--- config.mk ---
export PLATFORM = sky130hd
export DESIGN_NAME = sonic_reg_router_flat
export DESIGN_NICKNAME = d
export VERILOG_FILES = /design/src/rtl/sonic_reg_router_pkg.sv /design/src/rtl/sonic_reg_router_if.sv /design/src/rtl/sonic_reg_router_port_drv.sv /design/src/rtl/sonic_reg_router.sv /design/src/flat_wrapper.sv
export SDC_FILE = /design/constraint.sdc
export NUM_CORES = 1
export LEC_CHECK = 0
export BUFFER_PORTS_ARGS = -buffer_cell sky130_fd_sc_hd__buf_2
export CORE_AREA = 2 2 176 178
export DETAILED_ROUTE_END_ITERATION = 6
export DIE_AREA = 0 0 178 180
export GPL_ROUTABILITY_DRIVEN = 0
export MAX_ROUTING_LAYER = met4
export PLACE_DENSITY = 0.64
export SETUP_SLACK_MARGIN = 0.1
export SLEW_MARGIN = 25
export SYNTH_ARGS = -nofsm -noshare
export SYNTH_HDL_FRONTEND = slang
export SYNTH_SLANG_ARGS = --single-unit
--- constraint.sdc ---
create_clock -name clk_in -period 2.9 [get_ports clk_in]
set_clock_uncertainty 0.1 [all_clocks]
set_input_delay 0 -clock clk_in [delete_from_list [all_inputs] [get_ports clk_in]]
set_output_delay 0 -clock clk_in [all_outputs]
set_load 0.005 [all_outputs]
--- src/rtl/sonic_reg_router_pkg.sv ---
// Shared types and helpers for the sonic register router: read FSM states, error pattern, target decode.
// Pure declarations; no latency, no backpressure.
package sonic_reg_pkg;

    typedef enum logic [1:0] {
        IDLE  = 2'd0,
        ISSUE = 2'd1,
        WAIT  = 2'd2,
        RESP  = 2'd3
    } rd_state_e;

    localparam int          ERR_CNT_W        = 16;
    localparam logic [15:0] ERR_PATTERN_WORD = 16'hDEAD;

    // Target index is the top tgt_w bits of the register address.
    function automatic int tgt_idx(input logic [31:0] addr, input int addr_w, input int tgt_w);
        logic [31:0] sh;
        logic [31:0] mask;
        sh   = addr >> (addr_w - tgt_w);
        mask = (32'd1 << tgt_w) - 32'd1;
        return int'(sh & mask);
    endfunction

endpackage

--- src/rtl/sonic_reg_router_if.sv ---
// Downstream register-access bus plus the flattened per-port bank signals of the router.
// slave = router side, master = downstream/bank side.
interface sonic_reg_router_if #(
    parameter int NUM_PORTS = 2,
    parameter int NUM_TGT   = 4,
    parameter int ADDR_W    = 8,
    parameter int DATA_W    = 32
);
    logic [NUM_PORTS-1:0]                sel_port;
    logic                                reg_wr_ena;
    logic [ADDR_W-1:0]                   reg_wr_addr;
    logic [DATA_W-1:0]                   reg_wr_data;
    logic                                reg_rd_ena;
    logic [ADDR_W-1:0]                   reg_rd_addr;
    logic [DATA_W-1:0]                   reg_rd_data;
    logic                                reg_rd_data_valid;
    logic                                reg_busy;
    logic [NUM_PORTS*ADDR_W-1:0]         prg_addr;
    logic [NUM_PORTS*DATA_W-1:0]         prg_wrdata;
    logic [NUM_PORTS*NUM_TGT-1:0]        prg_wrena;
    logic [NUM_PORTS*NUM_TGT*DATA_W-1:0] prg_rddata;

    modport slave (
        input  sel_port, reg_wr_ena, reg_wr_addr, reg_wr_data,
        input  reg_rd_ena, reg_rd_addr, prg_rddata,
        output reg_rd_data, reg_rd_data_valid, reg_busy,
        output prg_addr, prg_wrdata, prg_wrena
    );

    modport master (
        output sel_port, reg_wr_ena, reg_wr_addr, reg_wr_data,
        output reg_rd_ena, reg_rd_addr, prg_rddata,
        input  reg_rd_data, reg_rd_data_valid, reg_busy,
        input  prg_addr, prg_wrdata, prg_wrena
    );

endinterface

--- src/rtl/sonic_reg_router_port_drv.sv ---
// One bank port: registered prg_addr/prg_wrdata and a 1-cycle prg_wrena pulse, write wins over read address load.
// Latency 1 cycle from request to bank-side outputs; never stalls.
module sonic_reg_port_drv #(
    parameter int NUM_TGT = 4,
    parameter int ADDR_W  = 8,
    parameter int DATA_W  = 32,
    parameter int TGT_W   = 2
) (
    input  logic               clk_i,
    input  logic               rst_ni,
    input  logic               wr_vld_i,
    input  logic [ADDR_W-1:0]  wr_addr_i,
    input  logic [DATA_W-1:0]  wr_dat_i,
    input  logic [TGT_W-1:0]   wr_tgt_i,
    input  logic               rd_ld_i,
    input  logic [ADDR_W-1:0]  rd_addr_i,
    output logic [ADDR_W-1:0]  prg_addr_o,
    output logic [DATA_W-1:0]  prg_wrdata_o,
    output logic [NUM_TGT-1:0] prg_wrena_o
);

    logic [ADDR_W-1:0]  addr_q,  addr_d;
    logic [DATA_W-1:0]  dat_q,   dat_d;
    logic [NUM_TGT-1:0] wrena_q, wrena_d;

    always_comb begin
        addr_d  = addr_q;
        dat_d   = dat_q;
        wrena_d = '0;
        if (wr_vld_i) begin
            addr_d            = wr_addr_i;
            dat_d             = wr_dat_i;
            wrena_d[wr_tgt_i] = 1'b1;
        end else if (rd_ld_i) begin
            addr_d = rd_addr_i;
        end
    end

    always_ff @(posedge clk_i or negedge rst_ni) begin
        if (!rst_ni) begin
            addr_q  <= '0;
            dat_q   <= '0;
            wrena_q <= '0;
        end else begin
            addr_q  <= addr_d;
            dat_q   <= dat_d;
            wrena_q <= wrena_d;
        end
    end

    assign prg_addr_o   = addr_q;
    assign prg_wrdata_o = dat_q;
    assign prg_wrena_o  = wrena_q;

endmodule

--- src/rtl/sonic_reg_router.sv ---
// N-port BAR register router: sel decode, read FSM (IDLE/ISSUE/WAIT/RESP), response mux, saturating err_cnt.
// Read latency RD_LAT+2 (+1 with SONIC_REG_RD_PIPE_EN); reads while busy are dropped and counted as errors.
module sonic_reg_router
    import sonic_reg_pkg::*;
#(
    parameter int NUM_PORTS = 2,
    parameter int NUM_TGT   = 4,
    parameter int ADDR_W    = 8,
    parameter int DATA_W    = 32,
    parameter int RD_LAT    = 2
) (
    input  logic                 clk_in,
    input  logic                 rstn,
    sonic_reg_router_if.slave    bus,
    output logic [ERR_CNT_W-1:0] err_cnt
);

    localparam int                TGT_W       = $clog2(NUM_TGT);
    localparam int                PORT_W      = (NUM_PORTS > 1) ? $clog2(NUM_PORTS) : 1;
    localparam logic [DATA_W-1:0] ERR_PATTERN = {(DATA_W/16){ERR_PATTERN_WORD}};
    localparam logic [3:0]        CNT_INIT    = 4'(RD_LAT - 1);

    rd_state_e            state_q;
    logic [PORT_W-1:0]    port_q;
    logic [TGT_W-1:0]     tgt_q;
    logic [ADDR_W-1:0]    addr_q;
    logic [3:0]           cnt_q;
    logic                 hold_q;
    logic                 err_rsp_q;
    logic [DATA_W-1:0]    rd_data_q;
    logic [ERR_CNT_W-1:0] err_cnt_q, err_cnt_d;

    logic [PORT_W-1:0]    sel_idx;
    logic [TGT_W-1:0]     wr_tgt;
    logic [TGT_W-1:0]     rd_tgt;
    logic                 sel_legal;
    logic                 busy;
    logic                 wr_acc, wr_err;
    logic                 rd_acc, rd_err, rd_err_rsp;
    logic                 wr_hits_rd, rd_ld;
    logic [1:0]           err_inc;
    logic [ERR_CNT_W:0]   err_sum;
    logic [DATA_W-1:0]    bank_dat, resp_dat;
    logic                 resp_vld;

    logic [NUM_PORTS*ADDR_W-1:0]  prg_addr_w;
    logic [NUM_PORTS*DATA_W-1:0]  prg_wrdata_w;
    logic [NUM_PORTS*NUM_TGT-1:0] prg_wrena_w;

    always_comb begin
        sel_idx = '0;
        for (int i = 0; i < NUM_PORTS; i++) begin
            if (bus.sel_port[i]) sel_idx = PORT_W'(i);
        end
    end

    assign sel_legal = $onehot(bus.sel_port);
    assign wr_tgt    = TGT_W'(tgt_idx(32'(bus.reg_wr_addr), ADDR_W, TGT_W));
    assign rd_tgt    = TGT_W'(tgt_idx(32'(bus.reg_rd_addr), ADDR_W, TGT_W));

`ifdef SONIC_REG_RD_PIPE_EN
    logic              pipe_vld_q;
    logic              pipe_busy_q;
    logic [DATA_W-1:0] pipe_dat_q;
    assign busy = (state_q != IDLE) | pipe_busy_q;
`else
    assign busy = (state_q != IDLE);
`endif

    assign wr_acc     = bus.reg_wr_ena & sel_legal;
    assign wr_err     = bus.reg_wr_ena & ~sel_legal;
    assign rd_acc     = bus.reg_rd_ena & sel_legal & ~busy;
    assign rd_err_rsp = bus.reg_rd_ena & ~sel_legal & ~busy;
    assign rd_err     = bus.reg_rd_ena & (busy | ~sel_legal);

    // A write to the port being read owns that port's prg_addr for the cycle.
    assign wr_hits_rd = wr_acc & (sel_idx == port_q);
    assign rd_ld      = (state_q == ISSUE) & ~hold_q & ~wr_hits_rd;

    assign err_inc   = {1'b0, wr_err} + {1'b0, rd_err};
    assign err_sum   = {1'b0, err_cnt_q} + (ERR_CNT_W+1)'(err_inc);
    assign err_cnt_d = err_sum[ERR_CNT_W] ? '1 : err_sum[ERR_CNT_W-1:0];

    assign bank_dat = bus.prg_rddata[(int'(port_q) * NUM_TGT + int'(tgt_q)) * DATA_W +: DATA_W];

    always_ff @(posedge clk_in or negedge rstn) begin
        if (!rstn) begin
            state_q   <= IDLE;
            port_q    <= '0;
            tgt_q     <= '0;
            addr_q    <= '0;
            cnt_q     <= '0;
            hold_q    <= 1'b0;
            err_rsp_q <= 1'b0;
            rd_data_q <= '0;
            err_cnt_q <= '0;
        end else begin
            err_rsp_q <= 1'b0;
            err_cnt_q <= err_cnt_d;
            case (state_q)
                IDLE: begin
                    if (rd_acc) begin
                        port_q  <= sel_idx;
                        tgt_q   <= rd_tgt;
                        addr_q  <= bus.reg_rd_addr;
                        hold_q  <= wr_acc;
                        state_q <= ISSUE;
                    end else if (rd_err_rsp) begin
                        rd_data_q <= ERR_PATTERN;
                        err_rsp_q <= 1'b1;
                    end
                end
                ISSUE: begin
                    if (hold_q || wr_hits_rd) begin
                        hold_q <= 1'b0;
                    end else begin
                        cnt_q   <= CNT_INIT;
                        state_q <= WAIT;
                    end
                end
                WAIT: begin
                    if (cnt_q == 4'd0) state_q <= RESP;
                    else               cnt_q   <= cnt_q - 4'd1;
                end
                RESP: begin
                    rd_data_q <= bank_dat;
                    state_q   <= IDLE;
                end
                default: state_q <= IDLE;
            endcase
        end
    end

    // Bank data is only guaranteed during RESP, so it is passed through then and held afterwards.
    assign resp_vld = (state_q == RESP) | err_rsp_q;
    assign resp_dat = (state_q == RESP) ? bank_dat : rd_data_q;

`ifdef SONIC_REG_RD_PIPE_EN
    always_ff @(posedge clk_in or negedge rstn) begin
        if (!rstn) begin
            pipe_vld_q  <= 1'b0;
            pipe_busy_q <= 1'b0;
            pipe_dat_q  <= '0;
        end else begin
            pipe_vld_q  <= resp_vld;
            pipe_busy_q <= (state_q == RESP);
            if (resp_vld) pipe_dat_q <= resp_dat;
        end
    end
    assign bus.reg_rd_data       = pipe_dat_q;
    assign bus.reg_rd_data_valid = pipe_vld_q;
`else
    assign bus.reg_rd_data       = resp_dat;
    assign bus.reg_rd_data_valid = resp_vld;
`endif

    assign bus.reg_busy = busy;
    assign err_cnt      = err_cnt_q;

    for (genvar g = 0; g < NUM_PORTS; g++) begin : g_port
        sonic_reg_port_drv #(
            .NUM_TGT (NUM_TGT),
            .ADDR_W  (ADDR_W),
            .DATA_W  (DATA_W),
            .TGT_W   (TGT_W)
        ) u_drv (
            .clk_i        (clk_in),
            .rst_ni       (rstn),
            .wr_vld_i     (wr_acc & bus.sel_port[g]),
            .wr_addr_i    (bus.reg_wr_addr),
            .wr_dat_i     (bus.reg_wr_data),
            .wr_tgt_i     (wr_tgt),
            .rd_ld_i      (rd_ld & (port_q == PORT_W'(g))),
            .rd_addr_i    (addr_q),
            .prg_addr_o   (prg_addr_w[g*ADDR_W +: ADDR_W]),
            .prg_wrdata_o (prg_wrdata_w[g*DATA_W +: DATA_W]),
            .prg_wrena_o  (prg_wrena_w[g*NUM_TGT +: NUM_TGT])
        );
    end

    assign bus.prg_addr   = prg_addr_w;
    assign bus.prg_wrdata = prg_wrdata_w;
    assign bus.prg_wrena  = prg_wrena_w;

endmodule

--- src/flat_wrapper.sv ---
// flat-port wrapper written by rule: the top's interface ports become plain ports
module sonic_reg_router_flat import sonic_reg_pkg::*;
#(
    parameter int NUM_PORTS = 2,
    parameter int NUM_TGT   = 4,
    parameter int ADDR_W    = 8,
    parameter int DATA_W    = 32,
    parameter int RD_LAT    = 2
)
  (clk_in, rstn, err_cnt, bus_sel_port, bus_reg_wr_ena, bus_reg_wr_addr, bus_reg_wr_data, bus_reg_rd_ena, bus_reg_rd_addr, bus_prg_rddata, bus_reg_rd_data, bus_reg_rd_data_valid, bus_reg_busy, bus_prg_addr, bus_prg_wrdata, bus_prg_wrena);
  sonic_reg_router_if #(.NUM_PORTS(NUM_PORTS), .NUM_TGT(NUM_TGT), .ADDR_W(ADDR_W), .DATA_W(DATA_W)) bus_i ();
  input  logic clk_in;
  input  logic rstn;
  output logic [ERR_CNT_W-1:0] err_cnt;
  input wire logic [$bits(bus_i.sel_port)-1:0] bus_sel_port;
  input wire logic [$bits(bus_i.reg_wr_ena)-1:0] bus_reg_wr_ena;
  input wire logic [$bits(bus_i.reg_wr_addr)-1:0] bus_reg_wr_addr;
  input wire logic [$bits(bus_i.reg_wr_data)-1:0] bus_reg_wr_data;
  input wire logic [$bits(bus_i.reg_rd_ena)-1:0] bus_reg_rd_ena;
  input wire logic [$bits(bus_i.reg_rd_addr)-1:0] bus_reg_rd_addr;
  input wire logic [$bits(bus_i.prg_rddata)-1:0] bus_prg_rddata;
  output wire logic [$bits(bus_i.reg_rd_data)-1:0] bus_reg_rd_data;
  output wire logic [$bits(bus_i.reg_rd_data_valid)-1:0] bus_reg_rd_data_valid;
  output wire logic [$bits(bus_i.reg_busy)-1:0] bus_reg_busy;
  output wire logic [$bits(bus_i.prg_addr)-1:0] bus_prg_addr;
  output wire logic [$bits(bus_i.prg_wrdata)-1:0] bus_prg_wrdata;
  output wire logic [$bits(bus_i.prg_wrena)-1:0] bus_prg_wrena;
  assign bus_i.sel_port = bus_sel_port;
  assign bus_i.reg_wr_ena = bus_reg_wr_ena;
  assign bus_i.reg_wr_addr = bus_reg_wr_addr;
  assign bus_i.reg_wr_data = bus_reg_wr_data;
  assign bus_i.reg_rd_ena = bus_reg_rd_ena;
  assign bus_i.reg_rd_addr = bus_reg_rd_addr;
  assign bus_i.prg_rddata = bus_prg_rddata;
  assign bus_reg_rd_data = bus_i.reg_rd_data;
  assign bus_reg_rd_data_valid = bus_i.reg_rd_data_valid;
  assign bus_reg_busy = bus_i.reg_busy;
  assign bus_prg_addr = bus_i.prg_addr;
  assign bus_prg_wrdata = bus_i.prg_wrdata;
  assign bus_prg_wrena = bus_i.prg_wrena;
  sonic_reg_router #(.NUM_PORTS(NUM_PORTS), .NUM_TGT(NUM_TGT), .ADDR_W(ADDR_W), .DATA_W(DATA_W), .RD_LAT(RD_LAT)) u_core (.clk_in(clk_in), .rstn(rstn), .bus(bus_i), .err_cnt(err_cnt));
endmodule
Word-level counts from Yosys, hierarchy flattened:

Cells that the tools add are included.

* input port bits: 310
* register bits: 155

* reduce and logical (&&, ||, !) cells: 15
* multiplexer cells: 27
* magnitude comparators: 2
* bitwise logic cells: 21
* equal/unequal tests: 12
* shift operators: 1
* add/sub/neg operators: 5

Operators with widths (count)
* $shiftx A256 B32 Y32: 1
* $mux W32: 3
* $pmux W32 S2: 1
* $mux W8: 4
* $add A16 B2 Y17: 1
* $mux W16: 1
* $mux W4: 4
* $and A1 B1 Y1: 14
* $reduce_and A3 Y1: 4
* $reduce_bool A2 Y1: 6
* $ne A2 B2 Y1 const B: 4
* $pmux W2 S4: 1
* $pmux W4 S2: 1
* $mux W1: 7
* $mux W2: 3
* $ne A2 B1 Y1 const B: 3
* $not A1 Y1: 5
* $add A1 B1 Y2: 2
* $add A3 B2 Y4: 1
* $eq A2 B1 Y1 const B: 2
* $eq A2 B2 Y1 const B: 2
* $logic_not A4 Y1: 1
* $sub A4 B1 Y4 const B: 1
* $lt A2 B3 Y1 const B: 1
* 9 further kinds: 10

Depth between registers and ports, before layout:

Gate-level depths: netlist of the first run.

* word-level depth: 9
* mapped depth: 9
* depth with buffers taken out: 8

By module:

A second synthesis of the first run with hierarchy kept.

* cell total of the unflattened synthesis: 661
* area, all modules: 8841.0 um^2

Modules (own cells, without submodules)
* sonic_reg_router: cells an instance 437, area an instance 5154.9 um^2, times used 1
* sonic_reg_port_drv: cells an instance 112, area an instance 1843.0 um^2, times used 2

Worst setup path after synthesis of the first run:

No wires, ideal clock.

* path type: reg2reg
* from: reg u_core.state_q[0]
* to: reg u_core.err_cnt_q[13], in the netlist u_core.err_cnt[13]
* data required time: 2734 ps
* cell stages (with the launch flop): 10
* buffers on the path: 1
* setup slack: 547 ps
* clock period less this slack: 2353 ps
* arrival: 2188 ps
* path through: dfrtp_1 -> inv_1 -> ha_1 -> a21boi_0 -> fa_1 -> ha_1 -> nand3_1 -> or3_1 -> buf_2 -> nand2_1

* cells in the longest elaborated chain, start to end: 6

Ends and longest elaborated chain
* from (decl): line sonic_reg_router.sv:23 `rd_state_e state_q;`
* from (signal assigned): line sonic_reg_router.sv:88 `state_q <= IDLE;`
* from (signal assigned): line sonic_reg_router.sv:107 `state_q <= ISSUE;`
* from (signal assigned): line sonic_reg_router.sv:118 `state_q <= WAIT;`
* $reduce_bool A2 Y1: line sonic_reg_router.sv:67 `assign busy = (state_q != IDLE);`
* $or A1 B1 Y1: line sonic_reg_router.sv:74 `assign rd_err = bus.reg_rd_ena & (busy | ~sel_legal);`
* $and A1 B1 Y1: line sonic_reg_router.sv:74
* $add A1 B1 Y2: line sonic_reg_router.sv:80 `assign err_inc = {1'b0, wr_err} + {1'b0, rd_err};`
* $add A16 B2 Y17: line sonic_reg_router.sv:81 `assign err_sum = {1'b0, err_cnt_q} + (ERR_CNT_W+1)'(err_inc);`
* $mux W16: line sonic_reg_router.sv:82 `assign err_cnt_d = err_sum[ERR_CNT_W] ? '1 : err_sum[ERR_CNT_W-1:0];`
* named net u_core.err_cnt_d[13]: line sonic_reg_router.sv:31 `logic [ERR_CNT_W-1:0] err_cnt_q, err_cnt_d;`
* to (signal assigned): line sonic_reg_router.sv:99 `err_cnt_q <= err_cnt_d;`
* to (decl): line sonic_reg_router.sv:31

The timed path passes the listed nets, and every way through them passes these cells.
A chain may end at the register's enable or synchronous reset.

==> impl_metrics.json, run 1 <==
{
  "critPathTopFamily": "multiplexers",
  "power.density_nw_per_um2": 889,
  "final_nets": 1473,
  "cts_buffer_depth": 2,
  "power.switching_mw": 4.02,
  "yosysTopAreaCell": "dfrtp_1",
  "num_vias": 7476,
  "fmax_ghz": 0.375,
  "status": "finished, final reports clean",
  "p_comb_frac": 0.480,
  "post_cts_buffers": 0,
  "synth_ff_type": "dfrtp_1",
  "vdd_drop_max_v": 0.000558,
  "p_int_mw": 7.01,
  "drtIter0Drc": 259,
  "path_clk_slew_ns": 0.07,
  "critPathKind": "reg2out",
  "grt_max_degree": 69,
  "endpoint_kind": "output pin",
  "arrival_ns": 2.56,
  "synth_edf_count": 0,
  "drv_slew": 0,
  "antenna_found_initial": 4,
  "clock_latency_ns": 0.42,
  "synth-seq-cells": 153,
  "drive_gt1_frac": 0.584,
  "sw_frac_of_total": 0.365,
  "synth_area_um2": 8490,
  "synth.top_cell.area_share": 0.451,
  "power_leakage_nw": 5.79,
  "worstPathCellList": "buf_4, mux4_2, mux2_2, nand2_1, o21ai_0, buf_2",
  "async_flop_share": 1.00,
  "nFillCells": 2890,
  "relSlewSlack": 0.548,
  "worst_pin_slew_ns": 0.669,
  "die_h_um": 180,
  "overflow": 0,
  "yosysUniqueCellTypes": 47,
  "drv_cap": 0,
  "seqPwrFrac": 0.299,
  "post-route-min-period_ns": 2.66,
  "clock_power_share": 0.221,
  "postSynthCellCount": 658,
  "cts_buffers": 17,
  "seq_area_um2": 3830,
  "die_w_um": 178,
  "cts_root_buf": "clkbuf_16",
  "place_hpwl_um": 22000,
  "crit_fanout": 17,
  "synthTopCellsByArea": "dfrtp_1 (45%), mux4_2 (17%), mux2_2 (14%)",
  "setup-violations-final": 0,
  "viasPerCell": 4.77,
  "htree_levels": 4,
  "place_area_um2": 11200,
  "synth_area_per_cell_um2": 12.9,
  "finalSetupTns_ns": 0,
  "grt_setup_unrepaired": "no",
  "totalWireLength_um": 28900,
  "clock-sinks": 153,
  "ant_nets": 0,
  "grt_pass1_wl_um": 43100,
  "worstSetupStartpointType": "flop",
  "drc": 0,
  "cts_tree": "built",
  "hp-class": "in2async",
  "ios": 448,
  "critPathBufInv": 2,
  "synth_fp_nets": 976,
  "period_share": 0.918,
  "final-hold-violation-count": 0,
  "grt_pass1_vias": 7786,
  "syn2layout_area_growth_pct": 46.2,
  "rows": 64,
  "core_um2": 30200,
  "start_util": 0.281,
  "drt-pass1-iter-count": 4,
  "crit_slowest_cell": "dfrtp_4",
  "finalInstanceArea_um2": 12400,
  "die-area_um2": 32000,
  "required_ns": 2.80,
  "track_usage": 0.181,
  "io_buffers": 447,
  "ys_seq_area_frac": 0.451,
  "critPathMaxStageDelay_ns": 0.64,
  "wl_per_cell_um": 18.4,
  "synth_warnings": 0,
  "multi_input_area_um2": 4380
}
per-layer routing:
layer | track usage | vias to the layer above | wire length [um]
li1 | - | 3425 | -
met1 | 0.212 | 3698 | 11500
met2 | 0.309 | 326 | 14600
met3 | 0.0425 | 27 | 2260
met4 | 0.0508 | 0 | 521
met5 | - | - | 0
layout by cell type, fill, tap and decap left out, drive strengths merged, types with 7 or more instances in the layout:
master and count:
nand3 10, dlygate4sd3 54, a21oi 20, o21a 22, mux2 108, buf 467, clkbuf 17, mux4 64
dfrtp 153, nand2 65, inv 29, mux2i 40, nor2 29, ha 7, o21ai 21
area by class of cell:
type                            count  area share
Multi-Input combinational cell    442       0.352
Sequential cell                   153       0.309
Timing Repair Buffer              521       0.241
Tap cell                          396      0.0399
Clock buffer                       17      0.0343
Clock inverter                     15      0.0165
Inverter                           20     0.00605
Antenna cell                        3    0.000605
metrics by stage:
step	hold slack [ns]	power (mW)	worst slack [ns]	instances	utilization
2_1_floorplan	-0.396	6.71	0.547	658	-
4_1_cts	0.0380	11.2	0.201	1564	0.411
5_1_grt	0.0803	11.8	0.101	1567	0.411
3_5_place_dp	-0.0380	8.63	0.0991	1478	0.372
3_3_place_gp	-0.0403	8.56	0.186	1478	0.372
6_report	0.0428	11.0	0.236	1567	0.411
worst paths after layout:
kind	slack, ns	start	endpoint	depth (start not counted)
max	0.24	u_core.addr_q[6]	bus_reg_rd_data[24]	6
min	0.04	rstn	u_core.g_port[1].u_drv.prg_wrena_o[3]	2
max reg2reg	0.39	u_core.state_q[0]	u_core.err_cnt[14]	8
min reg2reg	0.39	u_core.rd_data_q[29]	u_core.rd_data_q[29]	2
max in group asynchronous	1.92	rstn	u_core.rd_data_q[14]	3
min in group clk_in	0.06	bus_prg_rddata[26]	u_core.rd_data_q[26]	5
cells in the mapped netlist, types with 2 or more instances:
library cell    n
a21oi_1        20
a31oi_1         3
a41oi_1         2
buf_1           4
buf_12          2
buf_2          15
buf_6           2
clkbuf_1       19
dfrtp_1       153
ha_1            7
inv_1          20
mux2_2        108
mux2i_1        40
mux4_2         64
nand2_1        65
nand2b_1        5
nand3_1        10
nand3b_1        2
nand4_1         4
nand4b_1        2
nor2_1         28
nor3_1          5
nor4_1          2
o21a_1         22
o21ai_0        21
o22ai_1         2
xnor2_1         6
xor2_1          6
kinds of logic (layout without fill, tap and decap cells):
kind of cell / Yosys count / count (layout) / share of synthesized area
buffers and inverters: 63 / 573 / 0.0370
DFF: 153 / 153 / 0.451
other: 0 / 3 / 0
muxes: 212 / 212 / 0.360
adders and majority gates: 8 / 8 / 0.0127
xor gates and xnor gates: 12 / 12 / 0.0124
and+or+nand+nor: 134 / 134 / 0.0717
AOI/OAI and AO/OA: 76 / 76 / 0.0555
flip-flops by register name, indices dropped and copies added (netlist names):
name / count
u_core.g_port.u_drv.prg_wrdata_o: 64
u_core.hold_q: 1
u_core.g_port.u_drv.prg_wrena_o: 8
u_core.err_cnt: 16
u_core.addr_q: 8
u_core.rd_data_q: 32
u_core.g_port.u_drv.prg_addr_o: 16
u_core.err_rsp_q: 1
u_core.port_q: 1
u_core.cnt_q: 4
u_core.state_q: 2
power groups by stage:
stage / combinational (mW) / sequential (mW) / clock, mW
final: 5.30 / 3.30 / 2.44
after global routing: 5.79 / 3.39 / 2.59
after CTS: 5.37 / 3.30 / 2.51
after detailed placement: 5.30 / 3.33 / 0
after global placement: 5.26 / 3.31 / 0
after floorplan: 3.56 / 3.15 / 0
what timing repair did:
item                                   4_1_cts  5_1_grt
gates resized for setup                      1        2
hold buffers                                54        0
cloned                                       0        0
endpoints found under the hold margin      173        0
setup endpoints to repair                    2       15
Power figures use the tool's default switching activity.
==> run 2: changes to the inputs <==
--- a/config.mk
+++ b/config.mk
@@ -6,14 +6,15 @@
 export NUM_CORES = 1
 export LEC_CHECK = 0
 export BUFFER_PORTS_ARGS = -buffer_cell sky130_fd_sc_hd__buf_2
-export CORE_AREA = 2 2 176 178
+export CORE_AREA = 3 3 172 174
 export DETAILED_ROUTE_END_ITERATION = 6
-export DIE_AREA = 0 0 178 180
+export DIE_AREA = 0 0 175 177
 export GPL_ROUTABILITY_DRIVEN = 0
 export MAX_ROUTING_LAYER = met4
-export PLACE_DENSITY = 0.64
+export PLACE_DENSITY = 0.67
 export SETUP_SLACK_MARGIN = 0.1
 export SLEW_MARGIN = 25
 export SYNTH_ARGS = -nofsm -noshare
 export SYNTH_HDL_FRONTEND = slang
 export SYNTH_SLANG_ARGS = --single-unit
+export TNS_END_PERCENT = 20
==> run 2 against run 1 <==
Combinational power about the same. Sequential share of layout area increased by 0.15 points. Worst setup slack improved by 0.13 ns. Register-to-register slack got worse by 0.02 ns. Via count increased by 1.4%. Routed wire length increased by 9.9%. Maximum frequency increased by 5.3%.
==> impl_metrics.json, run 2 (synthesized netlist as in run 1, its figures left out) <==
{
  "viasPerCell": 4.87,
  "period_share": 0.872,
  "drt-pass1-iter-count": 5,
  "status": "finished, final reports clean",
  "grt_pass1_wl_um": 46700,
  "reg2reg_depth": 8,
  "drv_cap": 0,
  "track_usage": 0.202,
  "grt_setup_unrepaired": "no",
  "crit_slowest_cell": "dfrtp_4",
  "multi_input_area_um2": 4370,
  "num_vias": 7584,
  "place_hpwl_um": 24300,
  "syn2layout_area_growth_pct": 45.6,
  "fin_ws_ns": 0.370,
  "clock-sinks": 153,
  "finalInstanceArea_um2": 12400,
  "critPathMaxStageDelay_ns": 0.65,
  "seq_area_um2": 3840,
  "arrival_ns": 2.43,
  "path_clk_slew_ns": 0.08,
  "core_um2": 27900,
  "io_buffers": 447,
  "hp-class": "in2async",
  "final_cell_mix": "buf_2 (446), dfrtp_1 (150), mux2_2 (108)",
  "regToRegEndpoint": "u_core.err_cnt[0]",
  "nFillCells": 2673,
  "cts_root_buf": "clkbuf_16",
  "required_ns": 2.80,
  "drv_slew": 0,
  "overflow": 0,
  "drtIter0Drc": 534,
  "final_util": 0.443,
  "worstSetupStartpointType": "flop",
  "whs_ns": 0.0284,
  "ant_nets": 0,
  "setup-violations-final": 0,
  "die_h_um": 177,
  "place_area_um2": 11200,
  "drc": 0,
  "endpoint_kind": "output pin",
  "relSlewSlack": 0.491,
  "cts_buffers": 17,
  "clock_latency_ns": 0.42,
  "crit_fanout": 14,
  "largest_register_ffs": 64,
  "worstPathCellList": "buf_16, mux4_2, mux2_2, nand2_1, o21ai_0, buf_2",
  "post_cts_resized": 0,
  "final_common_cell": "buf_2",
  "place_inst": 1459,
  "rows": 61,
  "final_nets": 1473,
  "power_leakage_nw": 5.76,
  "ios": 448,
  "die-area_um2": 31000,
  "vdd_drop_max_v": 0.000420,
  "drive_gt1_frac": 0.581,
  "final-hold-violation-count": 0,
  "die_w_um": 175,
  "total_power_mw": 10.9,
  "fmax_ghz": 0.395,
  "ff2ff_setup_slack_ns": 0.37,
  "stdcell_count": 1558,
  "grt_max_degree": 74,
  "cts_buffer_depth": 2,
  "power.density_nw_per_um2": 881,
  "critPathKind": "reg2out",
  "r2r-start": "u_core.state_q[0]",
  "post-route-min-period_ns": 2.53,
  "htree_levels": 4,
  "cts_tree": "built",
  "dp_slack_ns": 0.356,
  "grt_pass1_vias": 8202,
  "start_util": 0.304,
  "worst_pin_slew_ns": 0.762,
  "antenna_found_initial": 15,
  "totalWireLength_um": 31700,
  "wl_per_cell_um": 20.4,
  "finalSetupTns_ns": 0
}
[run 2: per-layer routing]
metal | track usage | share of wire | wire length (um)
met5 | - | 0 | 0
met3 | 0.0536 | 0.082 | 2600
met1 | 0.242 | 0.40 | 12600
met4 | 0.0445 | 0.012 | 371
met2 | 0.345 | 0.51 | 16200
[run 2: worst max-delay path, delay by kind of cell, from the launching register on]
family          cells  cell delay [ns]
compound gates      1             0.11
buf+inv             2             0.37
flops               1             0.65
mux                 2             0.79
simple gates        1             0.09
[run 2: where the power goes]
| part | internal [mW] | switching [mW] | leakage, nW |
|---|---|---|---|
| Combinational | 2.83 | 2.47 | 3.67 |
| Clock | 1.22 | 1.05 | 0.281 |
| Sequential | 2.78 | 0.545 | 1.81 |
[run 2: layout make-up]
class / count / area share
flip-flops and latches: 153 / 0.310
multi-input cells: 442 / 0.353
clock inverters: 14 / 0.0131
repair buffers: 521 / 0.242
well taps: 378 / 0.0382
inverters: 20 / 0.00607
clock buffers: 18 / 0.0347
diodes: 12 / 0.00243
[run 2: repair_timing]
action	4_1_cts	5_1_grt
buffers inserted	0	1
hold buffers	54	0
setup endpoints to repair	0	4
hold endpoints to repair	162	0
[run 2: worst max-delay path by stage]
stage | from | to | slack, ns | depth (start not counted)
finish | u_core.addr_q[6] | bus_reg_rd_data[13] | 0.37 | 6
global placement | u_core.state_q[0] | u_core.err_cnt[0] | 0.41 | 8
detailed placement | u_core.state_q[0] | u_core.err_cnt[0] | 0.36 | 8
CTS | u_core.addr_q[6] | bus_reg_rd_data[22] | 0.18 | 6
floorplan | u_core.state_q[0] | u_core.err_cnt[13] | 0.55 | 9
global route | u_core.state_q[0] | u_core.err_cnt[1] | 0.19 | 8
